[src/rtl/grf_wb_arbiter.sv]
// Round-robin arbiter sharing the GRF write port between NREQ write-back units,
// with a per-register pending scoreboard that decode uses to stall on in-flight writes.
module grf_wb_arbiter #(
   parameter int unsigned NREQ = 3
) (
   input  logic              Clk,
   input  logic              Rst,
   input  logic [NREQ-1:0]   req_valid,
   input  logic [5*NREQ-1:0] req_a3,
   input  logic [32*NREQ-1:0] req_wd,
   input  logic [32*NREQ-1:0] req_pc,
   output logic [NREQ-1:0]   req_ready,
   input  logic              issue_valid,
   input  logic [4:0]        issue_a3,
   input  logic [4:0]        A1,
   input  logic [4:0]        A2,
   output logic              busy1,
   output logic              busy2,
   output logic              RFWr,
   output logic [4:0]        A3,
   output logic [31:0]       WD,
   output logic [31:0]       PC
);
   localparam int unsigned PW = (NREQ > 1) ? $clog2(NREQ) : 1;

   logic [PW-1:0]   rr_q, rr_d;
   logic [PW:0]     scan;
   logic [PW-1:0]   cand;
   logic [PW-1:0]   gnt_idx;
   logic            gnt_any;
   logic [NREQ-1:0] gnt;
   logic [4:0]      gnt_a3;
   logic [31:0]     gnt_wd, gnt_pc;
   logic [31:0]     busy_q, busy_d;

   // Scan from rr_q upwards, wrapping explicitly at NREQ; first valid requester wins.
   always_comb begin
      gnt     = '0;
      gnt_idx = '0;
      gnt_any = 1'b0;
      scan    = '0;
      cand    = '0;
      for (int k = 0; k < NREQ; k++) begin
         scan = {1'b0, rr_q} + (PW+1)'(k);
         if (scan >= (PW+1)'(NREQ)) begin
            scan = scan - (PW+1)'(NREQ);
         end
         cand = scan[PW-1:0];
         if (!gnt_any && !Rst && req_valid[cand]) begin
            gnt_any = 1'b1;
            gnt_idx = cand;
         end
      end
      if (gnt_any) begin
         gnt[gnt_idx] = 1'b1;
      end
   end

   always_comb begin
      gnt_a3 = '0;
      gnt_wd = '0;
      gnt_pc = '0;
      for (int i = 0; i < NREQ; i++) begin
         if (gnt[i]) begin
            gnt_a3 = req_a3[5*i +: 5];
            gnt_wd = req_wd[32*i +: 32];
            gnt_pc = req_pc[32*i +: 32];
         end
      end
   end

   assign req_ready = gnt;

   always_comb begin
      rr_d = rr_q;
      if (gnt_any) begin
         rr_d = (gnt_idx == PW'(NREQ - 1)) ? '0 : gnt_idx + 1'b1;
      end
   end

   // Clear on grant first so that a same-cycle issue of that register keeps it pending.
   always_comb begin
      busy_d = busy_q;
      if (gnt_any && gnt_a3 != 5'd0) begin
         busy_d[gnt_a3] = 1'b0;
      end
      if (issue_valid && issue_a3 != 5'd0) begin
         busy_d[issue_a3] = 1'b1;
      end
      busy_d[0] = 1'b0;
   end

   assign busy1 = busy_q[A1] & (A1 != 5'd0);
   assign busy2 = busy_q[A2] & (A2 != 5'd0);

   always_ff @(posedge Clk) begin
      if (Rst) begin
         rr_q   <= '0;
         busy_q <= '0;
         RFWr   <= 1'b0;
         A3     <= '0;
         WD     <= '0;
         PC     <= '0;
      end else begin
         rr_q   <= rr_d;
         busy_q <= busy_d;
         RFWr   <= gnt_any && (gnt_a3 != 5'd0);
         if (gnt_any) begin
            A3 <= gnt_a3;
            WD <= gnt_wd;
            PC <= gnt_pc;
         end
      end
   end

endmodule
[config.mk]
export PLATFORM = sky130hd
export DESIGN_NAME = grf_wb_arbiter
export DESIGN_NICKNAME = d
export VERILOG_FILES = /design/src/rtl/grf_wb_arbiter.sv
export SDC_FILE = /design/constraint.sdc
export NUM_CORES = 1
export LEC_CHECK = 0
export CAP_MARGIN = 20
export CELL_PAD_IN_SITES_DETAIL_PLACEMENT = 0
export CELL_PAD_IN_SITES_GLOBAL_PLACEMENT = 2
export CORE_MARGIN = 2
export CORE_UTILIZATION = 24
export DETAILED_ROUTE_END_ITERATION = 8
export HOLD_SLACK_MARGIN = 0.12
export PLACE_DENSITY_LB_ADDON = 0.08
export SLEW_MARGIN = 20
export SYNTH_ARGS = -nofsm -noshare
export SYNTH_HDL_FRONTEND = slang
export SYNTH_SLANG_ARGS = --single-unit
[constraint.sdc]
create_clock -name Clk -period 5.6 [get_ports Clk]
set_clock_uncertainty 0.15 [all_clocks]
set_input_delay 0.56 -clock Clk [delete_from_list [all_inputs] [get_ports Clk]]
set_output_delay 0.56 -clock Clk [all_outputs]
set_load 0.01 [all_outputs]
# == Word level (Yosys, flattened, before mapping) ==
# Index checks and enable logic that the tools add are counted.
# totals
reg_bits,104
output_inout_bits,75
word_cells,88
# op_classes
addsub,6
order_cmp,14
eq_ne,1
mux,38
bitwise_logic,5
reduce_logical,17
# op_table
operator,count
32-bit 2-to-1 mux,8
32-bit bitwise AND,1
32-bit NOT,1
32-bit OR,1
"5-bit by 6-bit < comparator with 1-bit output, second input constant",4
5-bit nonzero test,4
5-bit 2-to-1 mux,3
2-bit 2-to-1 mux,7
"2-bit by 3-bit < comparator with 1-bit output, second input constant",4
1-bit 2-to-1 mux,11
1-bit binary-select mux with 5-bit select,2
1-bit demux with 5-bit select,2
"5-bit by 1-bit >= comparator with 1-bit output, second input constant",2
1-bit logical AND,10
1-bit binary-select mux with 2-bit select,3
"3-bit by 2-bit >= comparator with 1-bit output, second input constant",2
"2-bit subtractor, second input constant",3
"2-bit by 1-bit adder with 3-bit output, second input constant",1
"2-bit by 2-bit adder with 3-bit output, second input constant",1
1-bit logical NOT,3
3-bit 2-to-1 mux,1
"2-bit by 1-bit adder with 2-bit output, second input constant",1
1-bit bitwise AND,2
1-bit demux with 2-bit select,1
other kinds (3),3

# == Logic depth before layout (Yosys ltp) ==
# depth
word_depth,31
mapped_depth,13
ltp_nobuf,9

# == Worst setup path before layout ==
# Ideal clock, no wire load.
# synth_timing
kind,input-to-output
start,input port A1[0]
end,output port busy1
t_arrival_ps,2265
required_ps,4890
setup_slack_ps,2625
path_stages,4
path_cell_list,clkbuf_1 mux4_2 mux4_2 mux2_2
# synth_between
elab_chain_len,3
# synth_lines
element,line_no,rtl
from (decl),15,"input logic [4:0] A1,"
1-bit binary-select mux with 5-bit select,93,assign busy1 = busy_q[A1] & (A1 != 5'd0);
1-bit 2-to-1 mux (not written as such),93,
1-bit bitwise AND *,93,
to (decl),17,"output logic busy1,"
# Mark *: on every way between the ends. The rest lies on a longest branch, timed or not. The select of a mux whose other input is x is not followed.

# == Worst setup path after layout ==
# layout_timing
start,register rr_q[0]
end,output port req_ready[0]
# layout_between
elab_chain_len,19
# layout_lines
element,line_no,rtl
from (decl),26,"logic [PW-1:0] rr_q, rr_d;"
from (signal assigned),105,rr_q <= rr_d;
"parallel branches: the longest is 18 deep, another holds 2-bit by 1-bit adder with 3-bit output",n/a,
3-bit 2-to-1 mux *,54,if (gnt_any) begin
to (decl),12,"output logic [NREQ-1:0] req_ready,"
# Mark *: on every way between the ends. The select of a mux whose other input is x is not followed.

==> impl_results.rst <==
.. list-table::
   :header-rows: 1

   * - Metric
     - Value
   * - Outcome
     - complete, no violations
   * - Wire length of the first global-routing pass
     - approximately 37 mm
   * - Detail-routed net length per standard cell
     - around 20 um
   * - Hold bufs inserted after CTS
     - 0
   * - Maximum level of the CTS H-tree
     - 3
   * - # Post-CTS Setup Buffers
     - 0
   * - DRC violations left
     - 0
   * - Highest fanout seen on the critical path
     - 31
   * - Boundary pin count
     - around 300
   * - Worst skew pair latency
     - between 0.3 and 0.4 ns
   * - Compound-cell area share of the yosys netlist
     - between 20% and 30%
   * - Fraction of the mapped netlist area in simple logic gates
     - 19.9%
   * - Time the worst path needs with I/O delays and setup
     - 4.42 ns
   * - Reg2reg setup slack
     - between 1.5 and 2 ns
   * - Largest stage delay, worst path
     - between 0.6 and 0.7 ns
   * - Largest family of logic cells by synthesized area
     - compound AO/OA/AOI/OAI gates
   * - Seq/Total Area, Yosys
     - 34.1%
   * - Core footprint
     - roughly 25000 um^2
   * - Type of origin of the critical path
     - register
   * - Clock buffers created by TritonCTS
     - 9
   * - DIE AREA
     - about 26000 um^2
   * - TritonCTS clock tree
     - done
   * - Highest-delay cell along the critical path
     - sky130_fd_sc_hd__a21o_2
   * - Cell family with the largest share of critical-path delay
     - compound AO/OA/AOI/OAI gates
   * - Post-synth EDFFs
     - 0
   * - Worst path cell trace
     - inv_1 > ha_1 > mux2i_1 > o21a_1 > nor4b_4 > a21o_2 > nor3_1 > clkdlybuf4s50_1
   * - Main area contributors after synthesis
     - sky130_fd_sc_hd__dfxtp_1 (34%), sky130_fd_sc_hd__a221o_1 (9.6%), sky130_fd_sc_hd__mux4_2 (6.7%)
   * - Final non-filler cell total
     - between 1000 and 1500
   * - DR vias
     - between 6000 and 7000
   * - Number of violations of the max-capacitance limit
     - 0
   * - Height of the die
     - 163 um
   * - Effective utilization at floorplan
     - between 20% and 30%
   * - Power density cells
     - about 250 nW/um^2
   * - Post-synthesis share of cell area spent on full adders, half adders and majority gates
     - less than 1%
   * - Final setup fails
     - 0
   * - Pre-CTS WS
     - 1.31 ns
   * - Min-Delay Path Class
     - register to register
   * - Fraction of synthesized cell area in xor and xnor cells
     - 0%
   * - Min setup slack post-route
     - approximately 1.2 ns
   * - Number of instances in the synthesized netlist
     - about 670
   * - Post-CTS Resized
     - 0
   * - Total placed cells including tap cells
     - between 1000 and 1500
   * - Vias in the first global route
     - between 6000 and 7000
   * - Proportion of synthesized flip-flops having asynchronous set or reset
     - 0%
   * - DRC marker count from the first detailed-route iteration
     - around 260
   * - Clock input transition at the sequential cells of the worst setup and hold paths
     - roughly 0.070 ns
   * - Net Count, Synth
     - 899
   * - Average instance area after synthesis
     - around 9.0 um^2
   * - Origin of the worst setup path
     - rr_q[0]$_SDFFE_PP0P_
   * - Mapped cell area
     - ~6000 um^2
   * - # nets final
     - 1154
   * - Count of buffering cells on the critical path with inverters included
     - 2
   * - Port bufs
     - 302
   * - Number of library cell types mapped by synthesis
     - 54
   * - Count of nets left with antenna violations after detail routing
     - 0
   * - Share of cells above drive strength 1
     - 11.3%
   * - Hold Path Origin
     - WD[19]$_SDFFE_PP0P_
   * - Std-Cell Rows
     - 58
   * - Largest voltage drop on the vdd net
     - ~110 uV
   * - Routability cong.
     - just over 0.8
   * - Share of cell area taken by muxes after synthesis
     - a little over a tenth
   * - Class of the most critical setup path
     - register to primary output
   * - Top cell type by total area after synthesis
     - sky130_fd_sc_hd__dfxtp_1
   * - Buffer depth of the longest clock path
     - 2
   * - Placed wire-length estimate after detailed placement
     - 18.4 mm
   * - Critical Path End Type
     - primary output
   * - Total track usage
     - a little under a fifth
   * - Setup_tns
     - 0 ns
   * - Highest clock frequency the design can meet
     - 0.226 GHz
   * - Pin count of the biggest net entering global routing
     - 80
   * - Slew at the pin closest to its max-slew limit
     - ~1.1 ns
   * - Leak
     - between 3 and 4 nW
   * - Slew Limit Headroom
     - 26.9%
   * - Overall power
     - around 2.4 mW
   * - Post-synth top area share
     - between 30% and 40%
   * - Arrival time at the worst endpoint
     - ~3.7 ns
   * - Routed vias/inst
     - 5.02
   * - Hold violation total from the final report
     - 0
   * - Post-synthesis sequential element count
     - a little over 100
   * - Clock tree root driver cell
     - sky130_fd_sc_hd__clkbuf_16
   * - Initial antenna violation count
     - 3
   * - P&R area growth vs syn
     - 57.3%
   * - Final design utilization
     - between 30% and 40%
   * - Count of clock tree sinks
     - between 100 and 150
   * - First-pass iteration count of the detailed router
     - 4
   * - Overflow left after global routing
     - 0
   * - Floorplan die width
     - between 150 and 200 um
   * - Reg2Reg Launch Point
     - rr_q[0]$_SDFFE_PP0P_
   * - Required time of the worst setup path
     - slightly below 5 ns
   * - Synth Warn #
     - 0
   * - Final cycle utilization of the critical path
     - between 70% and 80%
   * - Unrepaired setup endpoints after global routing
     - false
   * - Total detailed-routing wirelength
     - around 25 mm
   * - Commonest register cell after synthesis
     - sky130_fd_sc_hd__dfxtp_1
   * - Slew Viols, Final
     - 0
-- final cells by class --
cell class	instances	area (um^2)
Antenna cell	2	5.00
Clock buffer	10	239
Clock inverter	5	82.6
Fill cell	2562	15500
Inverter	7	26.3
Multi-Input combinational cell	494	3600
Sequential cell	103	2060
Tap cell	330	413
Timing Repair Buffer	309	3070
-- report_power, final --
| part | leakage, nW | switching, mW | total [mW] | internal, mW |
|---|---|---|---|---|
| Clock | 0.159 | 0.303 | 0.706 | 0.403 |
| Combinational | 2.29 | 0.423 | 0.851 | 0.428 |
| Sequential | 0.848 | 0.0406 | 0.847 | 0.807 |
-- through the flow --
stage	hold WS [ns]	instance area, um^2
after floorplan	0.331	6040
after global placement	0.304	9180
after detailed placement	0.308	9180
after CTS	0.318	9500
after global routing	0.342	9510
final	0.312	9510
-- worst reg2reg max path, cell delays in order, from the launching register on --
cell and delay [ns]:
sky130_fd_sc_hd__dfxtp_1 0.36, sky130_fd_sc_hd__inv_1 0.07, sky130_fd_sc_hd__ha_1 0.54, sky130_fd_sc_hd__mux2i_1 0.19, sky130_fd_sc_hd__o21a_1 0.29, sky130_fd_sc_hd__nor4b_4 0.48
sky130_fd_sc_hd__a21o_2 0.69, sky130_fd_sc_hd__buf_4 0.56, sky130_fd_sc_hd__mux2_1 0.38, sky130_fd_sc_hd__mux2i_1 0.14, sky130_fd_sc_hd__o21ai_1 0.07
-- layout by cell type (no fill, tap or decap), types with 2 or more instances in the layout --
cell                              instances
sky130_fd_sc_hd__and2_1                   3
sky130_fd_sc_hd__inv_1                    7
sky130_fd_sc_hd__a22oi_1                 16
sky130_fd_sc_hd__or3_1                    2
sky130_fd_sc_hd__mux2_2                   6
sky130_fd_sc_hd__nor2b_1                  7
sky130_fd_sc_hd__a221o_1                 58
sky130_fd_sc_hd__mux4_2                  18
sky130_fd_sc_hd__buf_4                    8
sky130_fd_sc_hd__dfxtp_1                103
sky130_fd_sc_hd__a32oi_2                  2
sky130_fd_sc_hd__a21oi_2                 10
sky130_fd_sc_hd__o21ai_0                  5
sky130_fd_sc_hd__and3_1                   2
sky130_fd_sc_hd__bufinv_16                2
sky130_fd_sc_hd__mux2i_1                  9
sky130_fd_sc_hd__nor2_1                 102
sky130_fd_sc_hd__mux2_1                   6
sky130_fd_sc_hd__o21ai_1                  7
sky130_fd_sc_hd__nand2_1                 24
sky130_fd_sc_hd__nand2b_1                 3
sky130_fd_sc_hd__nor3_2                  31
sky130_fd_sc_hd__nor3_1                  32
sky130_fd_sc_hd__a21oi_1                 75
sky130_fd_sc_hd__nand3_1                 14
sky130_fd_sc_hd__diode_2                  2
sky130_fd_sc_hd__a41oi_1                  9
sky130_fd_sc_hd__a31oi_4                  2
sky130_fd_sc_hd__clkbuf_16                9
sky130_fd_sc_hd__a41oi_2                  4
sky130_fd_sc_hd__clkinv_4                 2
sky130_fd_sc_hd__clkdlybuf4s50_1        301
sky130_fd_sc_hd__o21a_1                   5
sky130_fd_sc_hd__a31oi_1                 18
sky130_fd_sc_hd__ha_1                     2
-- state kept, by name, indices dropped and copies added, names as in the netlist --
signal	count
PC	32
WD	32
busy_q	31
A3	5
rr_q	2
RFWr	1
-- Yosys cell counts (all sizes together) (3+ instances only) --
master	n
mux4	18
clkbuf	32
mux2	12
and2	3
a31oi	20
nor2	103
a21oi	85
buf	33
o21a	5
a22oi	16
nand2	24
nand3	14
inv	7
nor2b	7
nor3	63
mux2i	9
nand2b	3
dfxtp	103
a221o	58
o21ai	13
a41oi	13
-- metal layers --
metal / wire length, um / part of all wire, % / GRT usage (%) / up-vias
li1: - / - / - / 3054
met1: 10100 / 40 / 21.5 / 3001
met2: 12700 / 51 / 32.2 / 252
met3: 1950 / 7.8 / 5.17 / 21
met4: 286 / 1.1 / 4.79 / 2
met5: 13 / 0.052 / 0 / -
-- logic make-up (layout without fill, tap and decap cells) --
family / after synthesis / count (layout)
adder cells (fa/ha/maj): 2 / 2
flip-flops: 103 / 103
buffers and inverters: 72 / 331
multiplexers: 39 / 39
AO/OA/AOI/OAI: 224 / 224
other: 0 / 2
AND/OR/NAND/NOR: 229 / 229
-- path summary, 6_finish.rpt --
path | cells past startpoint | endpoint
setup reg to reg | 10 | WD[23]$_SDFFE_PP0P_
hold / removal | 2 | WD[19]$_SDFFE_PP0P_
hold reg to reg | 2 | WD[19]$_SDFFE_PP0P_
setup / recovery | 8 | req_ready[0]
(Power assumes the default switching activity.)
==> RTL change, RTL diff (same settings) <==
Make the reset (`Rst`) asynchronous in one clocked block.
--- a/src/rtl/grf_wb_arbiter.sv
+++ b/src/rtl/grf_wb_arbiter.sv
@@ -93,7 +93,7 @@
    assign busy1 = busy_q[A1] & (A1 != 5'd0);
    assign busy2 = busy_q[A2] & (A2 != 5'd0);
 
-   always_ff @(posedge Clk) begin
+   always_ff @(posedge Clk or posedge Rst) begin
       if (Rst) begin
          rr_q   <= '0;
          busy_q <= '0;
Function: differs if Rst is asserted again (counterexample within 4 cycles, from zero or initial values and one cycle with Rst high); with Rst held inactive, the same outputs for 4 cycles.
==> RTL change against the unedited design <==
Setup slack better by 0.43 ns. Via count shrank 5.9%. Die area down 4.5%. Global-route usage grew 0.66 points. Final area down 2.3%. Critical path depth is 2 lower. Fmax rose by 11%. Synthesized area fell by 4.6%. Worst hold slack better by 0.017 ns. Wire length down 5.8%. Sequential cell count unchanged.
Power is not compared: it rests on default switching activity, and its combinational part moved more than twofold at a synthesized area within 25%.
==> RTL change: results (changes against the unedited design) <==
[worst_hold_path]
worst_hold_path.endpoint=A3[1]  ; was WD[19]
hold_path_depth=1  ; was 2
hp-start=A3[1]  ; was WD[19]

[critical_path]
regToRegEndpoint=WD[3]  ; was WD[23]
reg2reg_setup_slack_ns=1.95  ; was 1.52 ns
crit_end=req_ready[2]  ; was req_ready[0]
slowest_stage=sky130_fd_sc_hd__clkdlybuf4s50_1  ; was sky130_fd_sc_hd__a21o_2
path_max_fanout=70  ; was 31
crit_family=buffers and inverters  ; was compound AO/OA/AOI/OAI gates
r2r_start=rr_q[0]  ; unchanged
setup.worst_path.start=Rst  ; was rr_q[0]
cp.arrival_ns=3.28  ; was 3.71 ns

[logic_synthesis]
async_flop_share_pct=100  ; was 0%
synth_top_cells_by_area=sky130_fd_sc_hd__dfrtp_1 (45%), sky130_fd_sc_hd__a22oi_1 (8.3%), sky130_fd_sc_hd__mux4_2 (7.0%)  ; was sky130_fd_sc_hd__dfxtp_1 (34%), sky130_fd_sc_hd__a221o_1 (9.6%), sky130_fd_sc_hd__mux4_2 (6.7%)
synthFlopType=sky130_fd_sc_hd__dfrtp_1  ; was sky130_fd_sc_hd__dfxtp_1
mappedNetlistNets=843  ; was 899
synth_top_cells_by_count=sky130_fd_sc_hd__dfrtp_1 (103), sky130_fd_sc_hd__nand2_1 (86), sky130_fd_sc_hd__nor2_1 (77)  ; was sky130_fd_sc_hd__dfxtp_1 (103), sky130_fd_sc_hd__nor2_1 (103), sky130_fd_sc_hd__a21oi_1 (75)
yosysUniqueCellTypes=49  ; was 54

[drt]
detail_route.vias_per_cell=4.93  ; was 5.02
dr_wl_met2_mm=12.0  ; was 12.7 mm
detail_route.first_pass.iterations=5  ; was 4
dr.first_iter.drc_count=410  ; was 263
route.top_layer_used=met4  ; was met5
met1Wirelength_mm=9.17  ; was 10.1 mm

[grt]
grt_pass1_wl_mm=37.1  ; was 36.8 mm
track_usage_pct=18.9  ; was 18.2%
grt_pass1_vias=6278  ; was 6,240
grt_util_met1_pct=21.8  ; was 21.5%
antenna_found_initial=0  ; was 3
globalRouteMet3Util_pct=6.46  ; was 5.17%
grt_start_max_net_pins=79  ; was 80
gr-usage-met2_pct=33.0  ; was 32.2%

[finish]
finalNetCount=1114  ; was 1,154
fill_cells=2369  ; was 2,562
layout-drive-gt1-share_pct=6.86  ; was 11.3%
number_of_antenna_repair_diodes=0  ; was 2

[sta]
worst_max_slew_pin_slew_ns=1.03  ; was 1.09 ns
final_hold_slack_ns=0.329  ; was 0.312 ns

[outcome]
result_of_the_run=finished clean  ; unchanged

[place]
gpl.final_weighted_congestion=0.792  ; was 0.820
hpwl_mm=18.0  ; was 18.4 mm

[power_and_ir_drop]
vdd_drop_max_v=0.000144

RTL change: cell type report:
class	instances	area, sq um	share of cell area [%]
timing repair buffer	306	3060	32.9
sequential	103	2580	27.7
clock buffer	10	229	2.46
clock inverter	6	42.5	0.458
tap	319	399	4.30
inverter	22	88.8	0.956
multi-input combinational	442	2900	31.2
RTL change: cell families after synthesis:
group | count (synthesis) | share of synthesized area [%]
buffers and inverters | 68 | 5.27
AOI/OAI and AO/OA | 219 | 27.0
muxes | 22 | 7.81
adders and majority gates | 2 | 0.434
DFF | 103 | 44.7
and+or+nand+nor | 199 | 14.8
RTL change: through the flow:
stage	utilization, %	worst slack, ns	std cells	instance area (sq um)
after CTS	39.5	1.55	1208	9290
after floorplan	-	0.997	613	5770
after global routing	39.5	1.40	1208	9290
after detailed placement	38.3	1.48	1192	9020
after global placement	38.3	1.59	1192	9020
final	39.5	1.61	1208	9290
RTL change: power by group:
group          switching [uW]  internal [uW]  total, uW
clock                     305            304        609
sequential                200           1070       1270
combinational            1110           1040       2150
